==> config.mk <==
export PLATFORM = sky130hd
export DESIGN_NAME = seg_scan_decoder
export DESIGN_NICKNAME = d
export VERILOG_FILES = /design/src/rtl/seg_scan_decoder_pkg.sv /design/src/rtl/seg_scan_decoder_glyph.sv /design/src/rtl/seg_scan_decoder.sv
export SDC_FILE = /design/constraint.sdc
export NUM_CORES = 1
export LEC_CHECK = 0
export CORE_UTILIZATION = 51
export DETAILED_ROUTE_END_ITERATION = 6
export GPL_TIMING_DRIVEN = 0
export PLACE_DENSITY_LB_ADDON = 0.3
export SYNTH_ARGS = -nofsm -noshare
export SYNTH_HDL_FRONTEND = slang
export SYNTH_HIERARCHICAL = 1
export SYNTH_SLANG_ARGS = --single-unit
==> constraint.sdc <==
create_clock -name clk -period 4.5 [get_ports clk]
set_clock_uncertainty 0.05 [all_clocks]
set_input_delay 0.675 -clock clk [delete_from_list [all_inputs] [get_ports clk]]
set_output_delay 0.675 -clock clk [all_outputs]
set_load 0.1 [all_outputs]
==> src/rtl/seg_scan_decoder_pkg.sv <==
// Shared constants, glyph table and small helpers for the 7-segment scan
// readback path.
package seg_scan_decoder_pkg;

  localparam int NDIG = 8;

  // Bit positions within the segment bus {dp,g,f,e,d,c,b,a}
  localparam int SEG_A  = 0;
  localparam int SEG_B  = 1;
  localparam int SEG_C  = 2;
  localparam int SEG_D  = 3;
  localparam int SEG_E  = 4;
  localparam int SEG_F  = 5;
  localparam int SEG_G  = 6;
  localparam int SEG_DP = 7;

  // Active-high segment patterns {g,f,e,d,c,b,a} for hex digits 0..F
  localparam logic [6:0] GLYPH [16] = '{
    7'h3F, 7'h06, 7'h5B, 7'h4F, 7'h66, 7'h6D, 7'h7D, 7'h07,
    7'h7F, 7'h6F, 7'h77, 7'h7C, 7'h39, 7'h5E, 7'h79, 7'h71
  };

  typedef enum logic [1:0] {
    IDLE,
    SETTLING,
    HOLD
  } scan_state_e;

  typedef enum logic [1:0] {
    SEL_IDLE,
    SEL_VALID,
    SEL_BAD
  } sel_class_e;

  // All-high means nothing selected; exactly one low bit is a legal select.
  function automatic sel_class_e classify_sel(input logic [7:0] sel);
    if (sel == 8'hFF) return SEL_IDLE;
    if ($countones(~sel) == 1) return SEL_VALID;
    return SEL_BAD;
  endfunction

  // Index of the low bit of an active-low one-hot select.
  function automatic logic [2:0] sel_index(input logic [7:0] sel);
    logic [2:0] idx;
    idx = '0;
    for (int i = 0; i < NDIG; i++) begin
      if (!sel[i]) idx = 3'(i);
    end
    return idx;
  endfunction

endpackage

==> src/rtl/seg_scan_decoder_glyph.sv <==
// Combinational glyph-to-nibble decoder: active-high segments in,
// {nibble, blank, bad} out.
module seg7_glyph_decode
  import seg_scan_decoder_pkg::*;
(
  input  logic [6:0] seg,
  output logic [3:0] nibble,
  output logic       blank,
  output logic       bad
);

  // Table search; unmatched non-blank patterns are flagged bad with nibble 0
  always_comb begin
    // NOTE: every output gets a default before the search so no path leaves a
    // value unassigned and no latch is inferred.
    nibble = 4'h0;
    blank  = (seg == 7'h00);
    bad    = (seg != 7'h00);
    for (int i = 0; i < 16; i++) begin
      if (seg == GLYPH[i]) begin
        nibble = 4'(i);
        bad    = 1'b0;
      end
    end
  end

endmodule

==> src/rtl/seg_scan_decoder.sv <==
// Scan-interface receiver: synchronizes digit-select and segment pins,
// waits for a stable select, decodes each digit and publishes complete
// 8-digit frames with a one-cycle valid strobe.
module seg_scan_decoder
  import seg_scan_decoder_pkg::*;
#(
  parameter int SETTLE      = 2,
  parameter int SYNC_STAGES = 2
) (
  input  logic        clk,
  input  logic        rst_n,
  input  logic [7:0]  led_id,
  input  logic [7:0]  out_led,
  output logic [31:0] digits,
  output logic [7:0]  blank,
  output logic [7:0]  dp,
  output logic        frame_valid,
  output logic        seg_err,
  output logic        scan_err
);

  // ---------------------------------------------------------------------
  // Input synchronizers (reset to all-high = nothing selected, segments off)
  // ---------------------------------------------------------------------
  logic [7:0] id_sync_q  [SYNC_STAGES];
  logic [7:0] seg_sync_q [SYNC_STAGES];

  // Shift both pin groups through SYNC_STAGES flops
  always_ff @(posedge clk or negedge rst_n) begin
    if (!rst_n) begin
      for (int i = 0; i < SYNC_STAGES; i++) begin
        id_sync_q[i]  <= 8'hFF;
        seg_sync_q[i] <= 8'hFF;
      end
    end else begin
      // NOTE: sequential state uses non-blocking assignments so every flop
      // samples the pre-edge value of its neighbour, giving a true shift.
      id_sync_q[0]  <= led_id;
      seg_sync_q[0] <= out_led;
      for (int i = 1; i < SYNC_STAGES; i++) begin
        id_sync_q[i]  <= id_sync_q[i-1];
        seg_sync_q[i] <= seg_sync_q[i-1];
      end
    end
  end

  logic [7:0] sid;
  logic [7:0] sseg;
  sel_class_e sel;

  assign sid  = id_sync_q[SYNC_STAGES-1];
  assign sseg = seg_sync_q[SYNC_STAGES-1];
  assign sel  = classify_sel(sid);

  // ---------------------------------------------------------------------
  // Glyph decode of the currently presented segments
  // ---------------------------------------------------------------------
  logic [6:0] seg_on;
  logic       dp_on;
  logic [3:0] dec_nibble;
  logic       dec_blank;
  logic       dec_bad;

  assign seg_on = ~sseg[SEG_G:SEG_A];
  assign dp_on  = ~sseg[SEG_DP];

  seg7_glyph_decode u_glyph (
    .seg    (seg_on),
    .nibble (dec_nibble),
    .blank  (dec_blank),
    .bad    (dec_bad)
  );

  // ---------------------------------------------------------------------
  // Select-settling FSM
  // ---------------------------------------------------------------------
  scan_state_e state_q, state_d;
  logic [7:0]  cur_id_q, cur_id_d;
  logic [3:0]  cnt_q, cnt_d;
  logic        capture;

  // Next-state: track the selected digit and count stable cycles
  always_comb begin
    state_d  = state_q;
    cur_id_d = cur_id_q;
    cnt_d    = cnt_q;
    capture  = 1'b0;
    unique case (state_q)
      IDLE: begin
        if (sel == SEL_VALID) begin
          cur_id_d = sid;
          cnt_d    = 4'd1;
          state_d  = SETTLING;
        end
      end
      SETTLING: begin
        if (sel != SEL_VALID) begin
          state_d = IDLE;
        end else if (sid != cur_id_q) begin
          cur_id_d = sid;
          cnt_d    = 4'd1;
        end else if (cnt_q == 4'(SETTLE)) begin
          capture = 1'b1;
          state_d = HOLD;
        end else begin
          cnt_d = cnt_q + 4'd1;
        end
      end
      HOLD: begin
        if (sel != SEL_VALID) begin
          state_d = IDLE;
        end else if (sid != cur_id_q) begin
          cur_id_d = sid;
          cnt_d    = 4'd1;
          state_d  = SETTLING;
        end
      end
      default: state_d = IDLE;
    endcase
  end

  // FSM registers
  always_ff @(posedge clk or negedge rst_n) begin
    if (!rst_n) begin
      state_q  <= IDLE;
      cur_id_q <= 8'hFF;
      cnt_q    <= 4'd0;
    end else begin
      state_q  <= state_d;
      cur_id_q <= cur_id_d;
      cnt_q    <= cnt_d;
    end
  end

  // ---------------------------------------------------------------------
  // Frame assembly: shadow registers, seen mask, frame error flag
  // ---------------------------------------------------------------------
  logic [31:0] shadow_digits_q, shadow_digits_d;
  logic [7:0]  shadow_blank_q, shadow_blank_d;
  logic [7:0]  shadow_dp_q, shadow_dp_d;
  logic [7:0]  seen_q, seen_d;
  logic        frm_err_q, frm_err_d;
  logic [2:0]  cap_idx;
  logic        complete;

  assign cap_idx  = sel_index(cur_id_q);
  assign complete = (seen_q == 8'hFF);

  // Store a captured digit, or close the frame once every digit was seen
  always_comb begin
    shadow_digits_d = shadow_digits_q;
    shadow_blank_d  = shadow_blank_q;
    shadow_dp_d     = shadow_dp_q;
    seen_d          = seen_q;
    frm_err_d       = frm_err_q;
    if (complete) begin
      seen_d    = 8'h00;
      frm_err_d = 1'b0;
    end else if (capture) begin
      shadow_digits_d[{cap_idx, 2'b00} +: 4] = dec_nibble;
      shadow_blank_d[cap_idx]                = dec_blank;
      shadow_dp_d[cap_idx]                   = dp_on;
      seen_d[cap_idx]                        = 1'b1;
      if (dec_bad) frm_err_d = 1'b1;
    end
  end

  // Frame assembly registers
  always_ff @(posedge clk or negedge rst_n) begin
    if (!rst_n) begin
      // NOTE: the shadow store is only 48 bits of flops, so it is reset along
      // with the rest; larger RAM-style storage would normally be left unreset.
      shadow_digits_q <= '0;
      shadow_blank_q  <= '0;
      shadow_dp_q     <= '0;
      seen_q          <= '0;
      frm_err_q       <= 1'b0;
    end else begin
      shadow_digits_q <= shadow_digits_d;
      shadow_blank_q  <= shadow_blank_d;
      shadow_dp_q     <= shadow_dp_d;
      seen_q          <= seen_d;
      frm_err_q       <= frm_err_d;
    end
  end

  // ---------------------------------------------------------------------
  // Registered outputs
  // ---------------------------------------------------------------------
  logic [31:0] digits_q, digits_d;
  logic [7:0]  blank_q, blank_d;
  logic [7:0]  dp_q, dp_d;
  logic        frame_valid_q, frame_valid_d;
  logic        seg_err_q, seg_err_d;
  logic        scan_err_q, scan_err_d;

  // Publish the shadow frame on completion; flag malformed selects
  always_comb begin
    digits_d      = digits_q;
    blank_d       = blank_q;
    dp_d          = dp_q;
    seg_err_d     = seg_err_q;
    frame_valid_d = complete;
    scan_err_d    = (sel == SEL_BAD);
    if (complete) begin
      digits_d  = shadow_digits_q;
      blank_d   = shadow_blank_q;
      dp_d      = shadow_dp_q;
      seg_err_d = frm_err_q;
    end
  end

  // Output registers
  always_ff @(posedge clk or negedge rst_n) begin
    if (!rst_n) begin
      digits_q      <= '0;
      blank_q       <= '0;
      dp_q          <= '0;
      frame_valid_q <= 1'b0;
      seg_err_q     <= 1'b0;
      scan_err_q    <= 1'b0;
    end else begin
      digits_q      <= digits_d;
      blank_q       <= blank_d;
      dp_q          <= dp_d;
      frame_valid_q <= frame_valid_d;
      seg_err_q     <= seg_err_d;
      scan_err_q    <= scan_err_d;
    end
  end

  assign digits      = digits_q;
  assign blank       = blank_q;
  assign dp          = dp_q;
  assign frame_valid = frame_valid_q;
  assign seg_err     = seg_err_q;
  assign scan_err    = scan_err_q;

endmodule

Word level (Yosys, flattened, before mapping)
Index checks and enable logic that the tools add are counted.
- input bits: 18
- register bits: 154
- equal/unequal tests: 36
- order comparisons: 2
- multiplexer cells: 77
- shift operators: 2
- $add $sub $neg: 9
- bitwise logic cells: 5
- reduce and logical (&&, ||, !) cells: 14
- operators by type and width (cell ; number):
    $eq 7x7->1 const B ; 12
    $mux 4 ; 14
    $mux 8 ; 5
    $bwmux 32 ; 1
    $shift 4x7->32 const A ; 1
    $shiftx 4x7->32 ; 1
    $mux 3 ; 10
    $mux 1 ; 29
    $mux 2 ; 12
    $bwmux 8 ; 2
    $eq 8x8->1 const B ; 2
    $pmux 8 s2 ; 1
    $eq 7x3->1 const B ; 2
    $eq 7x6->1 const B ; 2
    $ne 3x3->1 const B ; 4
    $pmux 4 s3 ; 1
    $ne 2x2->1 const B ; 5
    $add 1x1->2 ; 4
    $ne 8x8->1 ; 1
    $not 8->8 ; 1
    $or 8x8->8 ; 1
    $reduce_and 4->1 ; 2
    $logic_not 7->1 ; 1
    $neg 5->7 ; 1
    other kinds (22) ; 30

Depth between registers and ports, before layout
- word-level depth: 21
- gate-level depth with buffers: 13

Cells and area by module
The synthesis kept the hierarchy.
- by module, submodules not included (module ; area each (um^2) ; cells each ; instances):
    seg_scan_decoder ; 6466.2 ; 542 ; 1
    seg7_glyph_decode ; 347.8 ; 55 ; 1

Least setup slack after synthesis
Ideal clock, no wire load.
- path kind: register -> register
- from: register id_sync_q (netlist bit sid[1])
- to: register shadow_digits_q[0]
- buffers on the path: 1
- arrival: 4.200 ns
- slack: 0.125 ns
- stages on the path, launching flop included: 14
- path through: dfstp_2 > fa_1 > inv_1 > fa_1 > fa_1 > ha_1 > inv_1 > fa_1 > a211o_1 > a21oi_2 > nand4_4 > or4_1 > buf_2 > mux2_4
- longest elaborated chain between the ends: 13
- ends and longest elaborated chain (what ; RTL line ; RTL):
    start: declaration ; seg_scan_decoder.sv:25 ; logic [7:0] id_sync_q [SYNC_STAGES];
    start signal: indexed assignment ; seg_scan_decoder.sv:41 ; id_sync_q[i] <= id_sync_q[i-1];
    $not 8->8 ; seg_scan_decoder_pkg.sv:38 ; if ($countones(~sel) == 1) return SEL_VALID;
    $add 1x1->2 (not written as such) ; seg_scan_decoder_pkg.sv:38 ;
    $add 2x2->3 (not written as such) ; seg_scan_decoder_pkg.sv:38 ;
    $add 3x3->4 (not written as such) ; seg_scan_decoder_pkg.sv:38 ;
    $eq 4x1->1 ; seg_scan_decoder_pkg.sv:38 ;
    $mux 1 (2 in series) ; seg_scan_decoder_pkg.sv:38 ;
    $mux 2 ; seg_scan_decoder_pkg.sv:39 ; return SEL_BAD;
    $mux 2 ; seg_scan_decoder_pkg.sv:38 ;
    $ne 2x1->1 ; seg_scan_decoder.sv:97 ; if (sel != SEL_VALID) begin
    $mux 1 * ; seg_scan_decoder.sv:97 ;
    $mux 1 * ; seg_scan_decoder.sv:88 ; unique case (state_q)
    $reduce_and 2->1 (no line) * ; - ;
    end signal: assignment ; seg_scan_decoder.sv:179 ; shadow_digits_q <= shadow_digits_d;
    end: declaration ; seg_scan_decoder.sv:138 ; logic [31:0] shadow_digits_q, shadow_digits_d;
Mark *: on every way between the ends. The rest lies on a longest branch, timed or not. The select of a mux whose other input is x is not followed.
A chain may end at the register's enable or synchronous reset.

Worst setup path in the final report
- from: register id_sync_q (netlist bit sid[3])
- to: register shadow_blank_q[2]
- longest elaborated chain between the ends: 13
- ends and longest elaborated chain (what ; RTL line ; RTL):
    $not 8->8 ; seg_scan_decoder_pkg.sv:38 ;
    $add 1x1->2 (not written as such) ; seg_scan_decoder_pkg.sv:38 ;
    $add 2x2->3 (not written as such) ; seg_scan_decoder_pkg.sv:38 ;
    $add 3x3->4 (not written as such) ; seg_scan_decoder_pkg.sv:38 ;
    $eq 4x1->1 ; seg_scan_decoder_pkg.sv:38 ;
    $mux 1 (2 in series) ; seg_scan_decoder_pkg.sv:38 ;
    $mux 2 ; seg_scan_decoder_pkg.sv:39 ;
    $mux 2 ; seg_scan_decoder_pkg.sv:38 ;
    $ne 2x1->1 ; seg_scan_decoder.sv:97 ;
    $mux 1 * ; seg_scan_decoder.sv:97 ;
    $mux 1 * ; seg_scan_decoder.sv:88 ;
    $reduce_and 2->1 (no line) * ; - ;
    end signal: assignment ; seg_scan_decoder.sv:180 ; shadow_blank_q <= shadow_blank_d;
    end: declaration ; seg_scan_decoder.sv:139 ; logic [7:0] shadow_blank_q, shadow_blank_d;
Marked as above.

==> qor.csv <==
stage,metric,value,unit
floorplan,dieHeight,118,um
job,maxCapViolCount,0,
pwr,switching_power,1.03,mW
global_route,grt_pass1_vias,5020,
final_layout,antenna_cells,0,
final_layout,final.fill_count,980,
setup_path,worstPathRequired,4.75,ns
global_route,overflow,0,
setup_path,crit_fanout,7,
timing,final.period_utilization,97.8,%
place,port_buffers,68,
timing,finalSetupViolCount,0,
global_route,grt_max_degree,96,
timing,fin_crit,4.40,ns
clock_tree,h-tree-depth,4,
timing,maxSlewViolCount,0,
clock_tree,clk-insertion-delay-late,0.42,ns
setup_path,critPathCapture,shadow_blank_q[2],
synthesis,synth_cells,597,
timing,rsz0062_at_grt,yes,
timing,tns,0,ns
pwr,peakVddDrop,0.400,mV
final_layout,multi_input_area,2650,um^2
final_layout,finalNetCount,726,
pwr,pwr-share-comb,18.4,%
worst_hold_path,hold_path.class,in2async,
outcome,status,completed,
global_route,grt_first_pass_wirelength,24700,um
final_layout,fin_area,8420,um^2
setup_path,reg2reg_setup_slack,0.1,ns
global_route,antenna_found_initial,0,
setup_path,r2r-end,shadow_blank_q[2],
setup_path,worstRegToRegCells,12,
floorplan,die-area,13800,um^2
place,dpl.hpwl,9810,um
synthesis,ys_warn_count,6,
pwr,leakagePower,3.94,nW
place,dp_cells,838,
setup_path,critPathLaunch,sid[3],
floorplan,io_pins,69,
synthesis,synth-edff-count,0,
synthesis,synthArstFlopShare,100,%
clock_tree,root_buffer,clkbuf_16,
pwr,swShare,28.1,%
final_layout,instances_no_fill,875,
final_layout,seq_area,3900,um^2
clock_tree,tritoncts,yes,
drt,wirelength,14500,um
drt,num_vias,4716,
synthesis,synth-main-ff-cell,dfrtp_1,
global_route,groute.usage.overall,22.8,%
setup_path,cp.arrival,4.65,ns
drt,avgRoutedWirePerCell,16.6,um
drt,drt_iter0_drc,355,
floorplan,initial_utilization,53.1,%
synthesis,synth_cell_types,63,
place,place_area,7740,um^2
final_layout,drive_above_1_share,20.9,%
synthesis,ys_seq_area_share,57.3,%
drt,vias_per_cell,5.39,
setup_path,startpoint_type,flip-flop,
timing,tightest_slew,0.976,ns
setup_path,worst_setup_path_end_kind,flip-flop,
floorplan,die_w,118,um
final_layout,area_growth,23.5,%
floorplan,num_rows,41,
place,place_congestion,0.876,
clock_tree,cts.sinks,154,
clock_tree,path_clk_slew,0.06,ns
pwr,intPower,2.64,mW
setup_path,critPathKind,reg2reg,
synthesis,synth_fp_nets,633,
clock_tree,cts_made_buffers,17,
drt,route.detailed.drc,0,
drt,postRouteAntennaNets,0,
synthesis,synth_area_per_cell,11.4,um^2
floorplan,core,12800,um^2
setup_path,rr_startpoint,sid[3],
synthesis,syn_area,6810,um^2
synthesis,synth-seq-cells,154,
timing,hold_viol,0,
pwr,cellPowerDensity,436,nW/um^2
timing,slew_headroom,34.7,%
clock_tree,clock_path_buffers,2,
pwr,p_clk_share,38.9,%
timing,fmax,227,MHz
pwr,seq_power_share,42.7,%
drt,drtPass1Iterations,5,
layout by cell type (no fill, tap or decap), types with 4 or more instances in the layout:
cell type	n
a21o_1	4
nand3b_1	8
dfstp_2	40
o21ai_1	4
buf_4	6
mux2_2	35
nor3_1	6
nand2_1	134
ha_1	14
clkbuf_16	17
and3_1	9
dfrtp_1	114
nand3_1	5
o21ai_0	19
nand4_1	12
mux2i_1	17
inv_1	46
clkbuf_1	20
mux2_4	6
buf_2	7
a21oi_1	10
nor2_1	9
clkdlybuf4s50_1	67
clkinv_2	6
and4_1	5
xnor2_1	8
nor4_4	4
synthesized netlist by cell type, types with 2 or more instances:
| cell | count | share of area [%] |
|---|---|---|
| a211o_1 | 2 | 0.26 |
| a21o_1 | 4 | 0.44 |
| a21oi_1 | 10 | 0.73 |
| a221oi_1 | 2 | 0.26 |
| a32o_1 | 2 | 0.29 |
| a41oi_1 | 2 | 0.26 |
| and3_1 | 9 | 0.83 |
| and4_1 | 5 | 0.64 |
| buf_2 | 8 | 0.59 |
| clkbuf_1 | 19 | 1.0 |
| dfrtp_1 | 114 | 42 |
| dfstp_2 | 40 | 15 |
| fa_1 | 4 | 1.2 |
| ha_1 | 14 | 2.6 |
| inv_1 | 46 | 2.5 |
| mux2_2 | 37 | 6.1 |
| mux2_4 | 4 | 0.88 |
| mux2i_1 | 17 | 2.5 |
| nand2_1 | 134 | 7.4 |
| nand2b_1 | 2 | 0.18 |
| nand3_1 | 5 | 0.37 |
| nand3b_1 | 8 | 0.88 |
| nand4_1 | 12 | 1.1 |
| nand4b_1 | 3 | 0.39 |
| nand4bb_1 | 2 | 0.33 |
| nor2_1 | 9 | 0.50 |
| nor3_1 | 6 | 0.44 |
| nor4_4 | 4 | 1.2 |
| nor4b_1 | 2 | 0.26 |
| nor4b_2 | 2 | 0.44 |
| o211ai_1 | 3 | 0.33 |
| o21ai_0 | 19 | 1.4 |
| o21ai_1 | 4 | 0.29 |
| o32ai_1 | 3 | 0.39 |
| or2_2 | 2 | 0.18 |
| or3b_1 | 2 | 0.26 |
| or4_1 | 3 | 0.33 |
| xnor2_1 | 8 | 1.0 |
metal layers:
| metal | up-vias | part of all wire [%] | GRT usage, % |
|---|---|---|---|
| met3 | 26 | 4.3 | 5.23 |
| met4 | 0 | 2.0 | 9.29 |
| met5 | - | 0 | 0 |
| met2 | 126 | 51 | 38.6 |
| li1 | 2223 | - | - |
| met1 | 2341 | 43 | 28.2 |
worst max-delay path, stage by stage (launching register included):
cell	delay [ns]
dfstp_2	0.58
fa_1	0.41
inv_1	0.08
fa_1	0.42
fa_1	0.50
ha_1	0.18
inv_1	0.06
fa_2	0.52
o211ai_1	0.12
a21oi_4	0.24
nand4_4	0.18
nor4b_2	0.56
mux2_2	0.40
stage by stage:
step | hold WS, ns | power (mW) | setup WS (ns) | utilization [%]
floorplan | 0.295 | 2.03 | 0.125 | -
global placement | 0.295 | 2.17 | -2.93 | 60.1
detailed placement | 0.297 | 2.20 | -0.237 | 60.3
CTS | 0.185 | 3.68 | 0.0418 | 65.3
global route | 0.213 | 3.83 | -0.0256 | 65.6
finish | 0.176 | 3.67 | 0.0986 | 65.6
power groups by stage:
stage / clock network, mW / logic [mW] / registers [mW]
floorplan: 0 / 0.441 / 1.59
global placement: 0 / 0.583 / 1.59
detailed placement: 0 / 0.615 / 1.59
CTS: 1.45 / 0.658 / 1.57
global route: 1.51 / 0.743 / 1.58
finish: 1.43 / 0.676 / 1.57
cell type report:
cell class              count  area share (%)
plain buffers              26            1.26
clock buffers              20            5.31
clock inverters            12            1.75
inverters                  48            2.16
multi-input cells         367            31.5
flip-flops and latches    154            46.4
well taps                 172            2.56
repair buffers             76            9.10
repair_timing:
item	in CTS	in global routing
hold buffers	0	0
hold endpoints to repair	0	0
setup buffers	5	2
gates resized for setup	1	7
pin swaps	6	5
setup endpoints to repair	47	40
kinds of logic (layout without fill, tap and decap cells):
family | count (synthesis) | in the layout | share of synthesized area [%]
xor+xnor | 9 | 9 | 1.16
mux | 58 | 58 | 9.49
simple gates | 220 | 220 | 17.4
fa+ha+maj | 18 | 18 | 3.75
flops | 154 | 154 | 57.3
buf+inv | 76 | 182 | 4.35
compound gates | 62 | 62 | 6.54
worst min path at each step:
stage	cells past startpoint	from	slack [ns]	endpoint
finish	1	rst_n	0.18	digits[3]
global route	1	rst_n	0.21	digits[3]
CTS	1	rst_n	0.18	digits[3]
detailed placement	0	id_sync_q[8]	0.30	sid[0]
global placement	0	id_sync_q[13]	0.30	sid[5]
floorplan	0	id_sync_q[8]	0.30	sid[0]
Note: power is estimated with default switching activity, not from simulation.
